**src/rtl/tl_ul_fragmenter_arbiter.sv**
```systemverilog
`default_nettype none
// ============================================================================
// Module : tl_ul_fragmenter_arbiter
// Two-port round-robin TL-UL arbiter with Put-burst lock, source tagging,
// D-channel routing by tag and per-port in-flight caps.
// Rev    : 1.0
// ============================================================================
module tl_ul_fragmenter_arbiter #(
  parameter int ADDR_W  = 12,
  parameter int DATA_W  = 32,
  parameter int SRC_W   = 6,
  parameter int MAX_OUT = 4
) (
  input  logic              clock,
  input  logic              reset,
  input  logic              in0_a_valid,
  output logic              in0_a_ready,
  input  logic [2:0]        in0_a_opcode,
  input  logic [2:0]        in0_a_param,
  input  logic [2:0]        in0_a_size,
  input  logic [SRC_W-1:0]  in0_a_source,
  input  logic [ADDR_W-1:0] in0_a_address,
  input  logic [3:0]        in0_a_mask,
  input  logic [DATA_W-1:0] in0_a_data,
  input  logic              in1_a_valid,
  output logic              in1_a_ready,
  input  logic [2:0]        in1_a_opcode,
  input  logic [2:0]        in1_a_param,
  input  logic [2:0]        in1_a_size,
  input  logic [SRC_W-1:0]  in1_a_source,
  input  logic [ADDR_W-1:0] in1_a_address,
  input  logic [3:0]        in1_a_mask,
  input  logic [DATA_W-1:0] in1_a_data,
  output logic              in0_d_valid,
  input  logic              in0_d_ready,
  output logic [2:0]        in0_d_opcode,
  output logic [1:0]        in0_d_param,
  output logic [2:0]        in0_d_size,
  output logic [SRC_W-1:0]  in0_d_source,
  output logic [DATA_W-1:0] in0_d_data,
  output logic              in1_d_valid,
  input  logic              in1_d_ready,
  output logic [2:0]        in1_d_opcode,
  output logic [1:0]        in1_d_param,
  output logic [2:0]        in1_d_size,
  output logic [SRC_W-1:0]  in1_d_source,
  output logic [DATA_W-1:0] in1_d_data,
  output logic              out_a_valid,
  input  logic              out_a_ready,
  output logic [2:0]        out_a_opcode,
  output logic [2:0]        out_a_param,
  output logic [2:0]        out_a_size,
  output logic [SRC_W:0]    out_a_source,
  output logic [ADDR_W-1:0] out_a_address,
  output logic [3:0]        out_a_mask,
  output logic [DATA_W-1:0] out_a_data,
  input  logic              out_d_valid,
  output logic              out_d_ready,
  input  logic [2:0]        out_d_opcode,
  input  logic [1:0]        out_d_param,
  input  logic [2:0]        out_d_size,
  input  logic [SRC_W:0]    out_d_source,
  input  logic [DATA_W-1:0] out_d_data
);

  localparam logic [3:0] MAX_CNT = 4'(MAX_OUT);

  typedef enum logic [0:0] {IDLE = 1'b0, BURST = 1'b1} state_e;

  state_e          state_q, state_d;
  logic            rr_q, rr_d;
  logic            lock_q, lock_d;
  logic [3:0]      beat_left_q, beat_left_d;
  logic [1:0][3:0] cnt_q, cnt_d;
  logic [1:0][3:0] dcnt_q, dcnt_d;

  logic [1:0]              a_valid, eligible, inc, dec;
  logic [1:0][2:0]         a_opcode, a_param, a_size;
  logic [1:0][SRC_W-1:0]   a_source;
  logic [1:0][ADDR_W-1:0]  a_address;
  logic [1:0][3:0]         a_mask;
  logic [1:0][DATA_W-1:0]  a_data;
  logic                    grant, a_fire, a_last;
  logic                    d_sel, d_fire, d_last;
  logic [3:0]              a_m1, d_m1;

  // Beats minus one for a message of 2^size bytes on a 4-byte bus.
  function automatic logic [3:0] beats_m1(input logic multi, input logic [2:0] size);
    if (multi && size > 3'd2) return 4'((5'd1 << (size - 3'd2)) - 5'd1);
    return 4'd0;
  endfunction

  assign a_valid   = {in1_a_valid, in0_a_valid};
  assign a_opcode  = {in1_a_opcode, in0_a_opcode};
  assign a_param   = {in1_a_param, in0_a_param};
  assign a_size    = {in1_a_size, in0_a_size};
  assign a_source  = {in1_a_source, in0_a_source};
  assign a_address = {in1_a_address, in0_a_address};
  assign a_mask    = {in1_a_mask, in0_a_mask};
  assign a_data    = {in1_a_data, in0_a_data};

  always_comb begin
    for (int n = 0; n < 2; n++) begin
      eligible[n] = a_valid[n] && (cnt_q[n] < MAX_CNT || state_q == BURST);
    end
    if (state_q == BURST)  grant = lock_q;
    else if (&eligible)    grant = rr_q;
    else                   grant = eligible[1];
  end

  assign out_a_valid   = eligible[grant] && !reset;
  assign in0_a_ready   = out_a_ready && !grant && eligible[0] && !reset;
  assign in1_a_ready   = out_a_ready &&  grant && eligible[1] && !reset;
  assign out_a_opcode  = a_opcode[grant];
  assign out_a_param   = a_param[grant];
  assign out_a_size    = a_size[grant];
  assign out_a_source  = {grant, a_source[grant]};
  assign out_a_address = a_address[grant];
  assign out_a_mask    = a_mask[grant];
  assign out_a_data    = a_data[grant];

  assign a_fire = out_a_valid && out_a_ready;
  assign a_m1   = beats_m1(out_a_opcode[2:1] == 2'b00, out_a_size);
  assign a_last = (state_q == IDLE) ? (a_m1 == 4'd0) : (beat_left_q == 4'd1);

  // D return path: purely combinational, steered by the tag bit.
  assign d_sel        = out_d_source[SRC_W];
  assign in0_d_valid  = out_d_valid && !d_sel;
  assign in1_d_valid  = out_d_valid &&  d_sel;
  assign out_d_ready  = d_sel ? in1_d_ready : in0_d_ready;
  assign in0_d_opcode = out_d_opcode;
  assign in1_d_opcode = out_d_opcode;
  assign in0_d_param  = out_d_param;
  assign in1_d_param  = out_d_param;
  assign in0_d_size   = out_d_size;
  assign in1_d_size   = out_d_size;
  assign in0_d_source = out_d_source[SRC_W-1:0];
  assign in1_d_source = out_d_source[SRC_W-1:0];
  assign in0_d_data   = out_d_data;
  assign in1_d_data   = out_d_data;

  assign d_fire = out_d_valid && out_d_ready;
  assign d_m1   = beats_m1(out_d_opcode == 3'd1, out_d_size);
  assign d_last = (dcnt_q[d_sel] == d_m1);

  always_comb begin
    state_d     = state_q;
    lock_d      = lock_q;
    beat_left_d = beat_left_q;
    rr_d        = rr_q;
    cnt_d       = cnt_q;
    dcnt_d      = dcnt_q;
    if (a_fire) begin
      if (state_q == IDLE) begin
        if (!a_last) begin
          state_d     = BURST;
          lock_d      = grant;
          beat_left_d = a_m1;
        end
      end else begin
        beat_left_d = beat_left_q - 4'd1;
        if (a_last) state_d = IDLE;
      end
      if (a_last) rr_d = ~grant;
    end
    for (int n = 0; n < 2; n++) begin
      inc[n] = a_fire && a_last && (grant == 1'(n));
      dec[n] = d_fire && d_last && (d_sel == 1'(n));
      case ({inc[n], dec[n]})
        2'b10:   cnt_d[n] = cnt_q[n] + 4'd1;
        2'b01:   cnt_d[n] = cnt_q[n] - 4'd1;
        default: cnt_d[n] = cnt_q[n];
      endcase
      if (d_fire && d_sel == 1'(n)) dcnt_d[n] = d_last ? 4'd0 : dcnt_q[n] + 4'd1;
    end
  end

  always_ff @(posedge clock or posedge reset) begin
    if (reset) begin
      state_q     <= IDLE;
      rr_q        <= 1'b0;
      lock_q      <= 1'b0;
      beat_left_q <= 4'd0;
      cnt_q       <= '0;
      dcnt_q      <= '0;
    end else begin
      state_q     <= state_d;
      rr_q        <= rr_d;
      lock_q      <= lock_d;
      beat_left_q <= beat_left_d;
      cnt_q       <= cnt_d;
      dcnt_q      <= dcnt_d;
    end
  end

  generate
    for (genvar g = 0; g < 2; g++) begin : g_cnt_chk
      assert property (@(posedge clock) disable iff (reset)
        !(dec[g] && !inc[g] && cnt_q[g] == 4'd0));
      assert property (@(posedge clock) disable iff (reset)
        !(inc[g] && !dec[g] && cnt_q[g] == MAX_CNT));
    end
  endgenerate

endmodule
`default_nettype wire

```
**config.mk**
```make
export PLATFORM = sky130hd
export DESIGN_NAME = tl_ul_fragmenter_arbiter
export DESIGN_NICKNAME = d
export VERILOG_FILES = /design/src/rtl/tl_ul_fragmenter_arbiter.sv
export SDC_FILE = /design/constraint.sdc
export NUM_CORES = 1
export LEC_CHECK = 0
export CORE_AREA = 2 2 133 135
export CTS_CLUSTER_DIAMETER = 40
export DETAILED_ROUTE_END_ITERATION = 8
export DIE_AREA = 0 0 135 137
export REMOVE_ABC_BUFFERS = 1
export SYNTH_ARGS = -nofsm -noshare
export SYNTH_HDL_FRONTEND = slang
export SYNTH_SLANG_ARGS = --single-unit
```
**constraint.sdc**
```tcl
create_clock -name clock -period 4.15 [get_ports clock]
set_input_delay 0.83 -clock clock [delete_from_list [all_inputs] [get_ports clock]]
set_output_delay 0.83 -clock clock [all_outputs]
set_load 0.05 [all_outputs]
```
; ---- After elaboration in Yosys (flattened, before gate mapping)
; Index checks and enable logic that the tools add are counted.
[word_totals]
reg_bits = 23
inputBits = 181
[classes]
magnitude_cmp = 6
bitwise = 4
muxes = 35
shift = 2
n_reduce_logical = 36
eq_ne = 8
addsub = 11
[ops]
columns = cell, n
row1 = $mux W32, 2
row2 = $mux W4, 12
row3 = $mux W12, 2
row4 = $logic_and A1 B1 Y1, 23
row5 = $sub A4 B1 Y4 const B, 5
row6 = $mux W3, 6
row7 = $add A4 B1 Y4 const B, 4
row8 = $pmux W4 S2, 2
row9 = $mux W6, 2
row10 = $mux W1, 9
row11 = $lt A4 B3 Y1 const B, 2
row12 = $shl A1 B3 Y4 const A, 2
row13 = $gt A3 B2 Y1 const B, 2
row14 = $reduce_and A2 Y1, 3
row15 = $sub A3 B2 Y3 const B, 2
row16 = $eq A2 B1 Y1 const B, 2
row17 = $eq A2 B2 Y1 const B, 2
row18 = $eq A4 B1 Y1 const B, 1
row19 = $eq A4 B4 Y1, 1
row20 = $logic_not A4 Y1, 1
row21 = $lt A1 B2 Y1 const B, 2
row22 = $not A1 Y1, 4
row23 = $reduce_bool A2 Y1, 2
row24 = $eq A3 B1 Y1 const B, 1
row25 = 5 further kinds, 8

; ---- Logic depth before layout (Yosys ltp)
[depth]
word_depth = 19
depth_mapped = 21
depth_no_buf = 20

; ---- Worst setup path after synthesis
; No wires, ideal clock.
[synth_path]
kind = input-to-reg
from = input port in1_a_valid
to = register cnt_q[3] (netlist name)
cell_stages = 13
path_buffers = 0
required_time_ps = 4025
t_arrival_ps = 4696
setup_slack_ps = -671
path_cell_list = nor4b_4 nor2_1 a211oi_1 nand2_1 nor2_1 o21ai_0 ha_1 ha_1 a21o_1 a21oi_1 xnor2_1 nor2_1 xor2_1
[synth_rtl]
columns = element, line_no
row1 = start: declaration, 25  ; input logic in1_a_valid,
row2 = $logic_and A1 B1 Y1 (*), 104  ; eligible[n] = a_valid[n] && (cnt_q[n] < MAX_CNT || state_q == BURST);
row3 = $reduce_and A2 Y1, 107  ; else if (&eligible) grant = rr_q;
row4 = $mux W1, 107
row5 = $mux W1, 106  ; if (state_q == BURST) grant = lock_q;
row6 = $mux W1 (implied by the code) (*) (2 in a row), 111  ; assign out_a_valid = eligible[grant] && !reset;
row7 = $logic_and A1 B1 Y1 (*), 111
row8 = via out_a_valid, 48  ; output logic out_a_valid,
row9 = $logic_and A1 B1 Y1 (*), 122  ; assign a_fire = out_a_valid && out_a_ready;
row10 = $logic_and A1 B1 Y1 (*) (2 in a row), 167  ; inc[n] = a_fire && a_last && (grant == 1'(n));
row11 = $eq A2 B1 Y1 or $eq A2 B2 Y1 (tied branches), 169  ; case ({inc[n], dec[n]})
row12 = $pmux W4 S2 or $reduce_bool A2 Y1 (tied branches), --
row13 = end signal: assignment, 191  ; cnt_q <= cnt_d;
row14 = end: declaration, 74  ; logic [1:0][3:0] cnt_q, cnt_d;
; Mark *: on every way through the listed nets, which the timed path passes. The rest lies on a longest branch. The select of a mux whose other input is x is not followed.
; A chain may end at the register's enable or synchronous reset.

; ---- Worst setup path in the final report
[layout_path]
from = input port in1_a_valid
to = register cnt_q[7] (netlist name)
[layout_via]
elab_chain_cells = 17
[layout_rtl]
columns = element, line_no
row1 = $logic_and A1 B1 Y1 (*), 104
row2 = $reduce_and A2 Y1, 107
row3 = $mux W1, 107
row4 = $mux W1, 106
row5 = $mux W3 (implied by the code) (2 in a row), 116  ; assign out_a_size = a_size[grant];
row6 = $sub A3 B2 Y3, 89  ; if (multi && size > 3'd2) return 4'((5'd1 << (size - 3'd2)) - 5'd1);
row7 = $shl A1 B3 Y4, 89
row8 = $sub A4 B1 Y4, 89
row9 = $mux W4, 89
row10 = $mux W4, 90  ; return 4'd0;
row11 = $logic_not A4 Y1, 124  ; assign a_last = (state_q == IDLE) ? (a_m1 == 4'd0) : (beat_left_q == 4'd1);
row12 = $mux W1, 124
row13 = $logic_and A1 B1 Y1, 167
row14 = $logic_and A1 B1 Y1 (*), 167
row15 = $eq A2 B1 Y1 or $eq A2 B2 Y1 (tied branches), 169
row16 = $pmux W4 S2 or $reduce_bool A2 Y1 (tied branches), --
; Every way passes the cells marked *; elsewhere a longest branch is shown, timed or not. The select of a mux whose other input is x is not followed.

==> results.tsv <==
stage	metric	value	unit
run_status	status	completed	
synth	mapped cell area	3360	um2
job	total of max-cap violations	0	
timing	Slew HR	39.5	%
layout	most common cell after layout, fill and taps aside	clkdlybuf4s50_1	
synth	ys async rst share	100	%
setup_path	FF-to-FF setup slack	130	ps
setup_path	CP peak stage delay	350	ps
clocking	CTS Sinks	23	
detailed_routing	routed vias	3361	
synth	share of the synthesized area in the top cell type	21.5	%
worst_hold_path	Hold Path Depth	1	
timing	Final Cycle Share	98.8	%
clocking	CTS max path bufs	2	
detailed_routing	DR DRC count	0	
global_route	gr busiest metal	met2	
synth	Yosys cell types	52	
synth	ys flop type	dfrtp_1	
detailed_routing	Pre-Repair DR Iteration Count	4	
clocking	Clk pin slew, worst setup/hold paths	60	ps
worst_hold_path	Worst Hold End	cnt_q[4]	
synth	EDFF count, synth	0	
clocking	Root Buffer	clkbuf_16	
synth	flops & latches, synth	23	
setup_path	Buf+Inv Stages, Crit Path	2	
die	IO Pins	343	
detailed_routing	Routed Antenna Nets	0	
layout	post-layout util	32.2	%
timing	unrepaired setup endpoints after global routing	true	
timing	final setup fails	0	
layout	layout cell share with drive strength beyond 1	37.6	%
timing	FMAX	0.244	GHz
timing	clock skew	1.45	ps
setup_path	critical path cell sequence	buf_6 > nor4b_4 > a2bb2oi_4 > mux2_4 > inv_4 > ha_4 > nand3_4 > ha_4 > nand3b_1 > o211ai_1 > mux2i_2 > nor2_1 > o21a_1 > nand2_2 > ha_4 > ha_4 > a21o_1 > a21oi_2 > xnor2_1 > nor2_1 > xor2_1	
layout	area of the multi-input gates	2080	um2
global_route	pin count of the biggest net entering global routing	36	
detailed_routing	final WL	16000	um
synth	Ys Warns	0	
power_and_ir_drop	sequential share of power	15.3	%
global_route	antenna violations before repair	0	
power_and_ir_drop	Net Sw Power	0.00132	W
timing	Slew Limit Fails	0	
synth	Synth area leaders	mux2_2 (21%), buf_4 (21%), dfrtp_1 (17%), ha_1 (5.6%), mux2i_1 (2.7%)	
die	Initial Util	19.7	%
layout	Seq. cell area	576	um2
detailed_routing	vias per cell	4.41	
power_and_ir_drop	Logic pwr share	76.4	%
layout	most frequent cells in the layout	clkdlybuf4s50_1 (153), buf_4 (106), mux2_2 (63)	
power_and_ir_drop	pwr/cell area	469	nW/um2
place	Post-DP HPWL	13700	um
setup_path	CP startpoint kind	input pin	
detailed_routing	WL/cell	21.0	um
place	PortBufs	222	
setup_path	Critical Path AT	4240	ps
detailed_routing	drt initial violations	132	
setup_path	worst r2r src	cnt_q[6]	
worst_hold_path	Hold Crit Start	cnt_q[4]	
clocking	H-Tree Depth	1	
place	GPL Wtd Cong	0.744	
setup_path	worst-path maximum fanout	3	
die	DIE HEIGHT	137	um
power_and_ir_drop	Clk pwr share	8.3	%
die	total core area	17100	um2
die	Die ar.	18500	um2
layout	FILL cells	1754	
global_route	vias in the first global route	3509	
global_route	met1 usage	17.8	%
global_route	global-route wire length before repair	22200	um
global_route	met2 GRT Util	26.2	%
setup_path	Critical Path RT	4290	ps
clocking	latest clock arrival within the worst-skew pair	250	ps
clocking	total CTS buffers	3	
worst_hold_path	Tightest Hold Check Type	reg -> reg	
power_and_ir_drop	Max VDD drop	0.000238	V
power_and_ir_drop	Pwr Total	0.00258	W
global_route	met3 GRT Util	11.3	%
power_and_ir_drop	Sw Ratio	51.2	%
synth	Gate Count Post-Synth	372	
setup_path	kind of critical path	in -> reg	
global_route	gr usage total	16.4	%
timing	worst-margin pin slew	907	ps
setup_path	depth of the worst register-to-register path	20	
power_and_ir_drop	static leakage	2.31	nW
layout	area grow syn2layout	63.6	%
layout	ant diodes	0	
setup_path	Critical R2R Capture	cnt_q[7]	
global_route	grt ovf	0	
die	Die W	135	um
timing	minimum clock period	4100	ps
synth	syn avg cell area	9.02	um2
setup_path	Most common cell on crit path	ha_4	
setup_path	Setup crit end kind	flop	
setup_path	Crit-path slowest cell	mux2_4	
setup_path	Worst path top cell family by delay	compound AO/OA/AOI/OAI gates	
die	Rows	48	
clocking	TritonCTS clock tree	built	
timing	endpoints failing hold	0	
power_and_ir_drop	Pint	0.00126	W
layout	Final nets	736	
synth	register area share after synthesis	17.2	%
synth	dominant cell type by area after synthesis	mux2_2	
flip-flops by register name, summed over array words and instances (netlist names):
signal	flops
cnt_q	8
state_q	1
lock_q	1
beat_left_q	4
dcnt_q	8
rr_q	1
power by group through the flow:
stage                     Combinational, W  Sequential (W)  Clock, W
after floorplan                    0.00122        0.000375         0
final                              0.00197        0.000395  0.000213
after CTS                          0.00197        0.000396  0.000217
after global placement             0.00187        0.000390         0
after detailed placement           0.00190        0.000396         0
after global routing               0.00208        0.000409  0.000226
worst max path at each step:
stage                      startpoint        to  depth (start not counted)
after floorplan           in1_a_valid  cnt_q[7]                         20
after global placement    in1_a_valid  cnt_q[7]                         21
after detailed placement  in1_a_valid  cnt_q[7]                         21
after CTS                 in1_a_valid  cnt_q[3]                         20
after global routing      in1_a_valid  cnt_q[7]                         21
final                     in1_a_valid  cnt_q[7]                         21
synthesized netlist by cell type (7+ instances only):
library cell / count
ha_1: 15
inv_1: 17
buf_2: 9
mux2_2: 64
nand2_1: 17
nor2_1: 11
a21oi_1: 7
o21ai_0: 8
dfrtp_1: 23
nand2b_1: 8
mux2i_1: 9
buf_4: 93
final cells by class:
class | count | area share [%]
flip-flops and latches | 23 | 10.5
multi-input cells | 229 | 37.9
clock buffers | 4 | 1.44
well taps | 225 | 5.13
repair buffers | 264 | 43.8
inverters | 17 | 1.21
metrics by stage:
stage / TNS, ps / hold slack [ps] / instance area, um2 / worst slack [ps] / std cells
floorplan: -16810 / 449 / 2610 / -1870 / 269
global placement: -2710 / 484 / 5230 / -706 / 749
detailed placement: -3420 / 499 / 5230 / -809 / 749
CTS: 0 / 513 / 5450 / 3.44 / 760
global route: -155 / 531 / 5490 / -150 / 762
finish: 0 / 514 / 5490 / 51.6 / 762
per-layer routing:
metal | up-vias | wire length (um)
met5 | - | 141
met4 | 4 | 132
met3 | 8 | 2200
met2 | 234 | 7650
met1 | 1577 | 5870
li1 | 1538 | -
timing repair:
action | in CTS | in global routing
setup endpoints to repair | 6 | 6
gates cloned | 0 | 0
buffers inserted | 7 | 2
pin swaps | 13 | 13
hold buffers | 0 | 0
resized for setup | 19 | 7
logic make-up after synthesis:
group                      synth area share [%]
AOI/OAI and AO/OA                          10.1
DFF                                        17.2
buffers and inverters                      24.2
and+or+nand+nor                            14.0
muxes                                      24.9
adders and majority gates                  6.79
xor gates and xnor gates                   2.87
No activity file was read; power rests on OpenSTA's default activity.
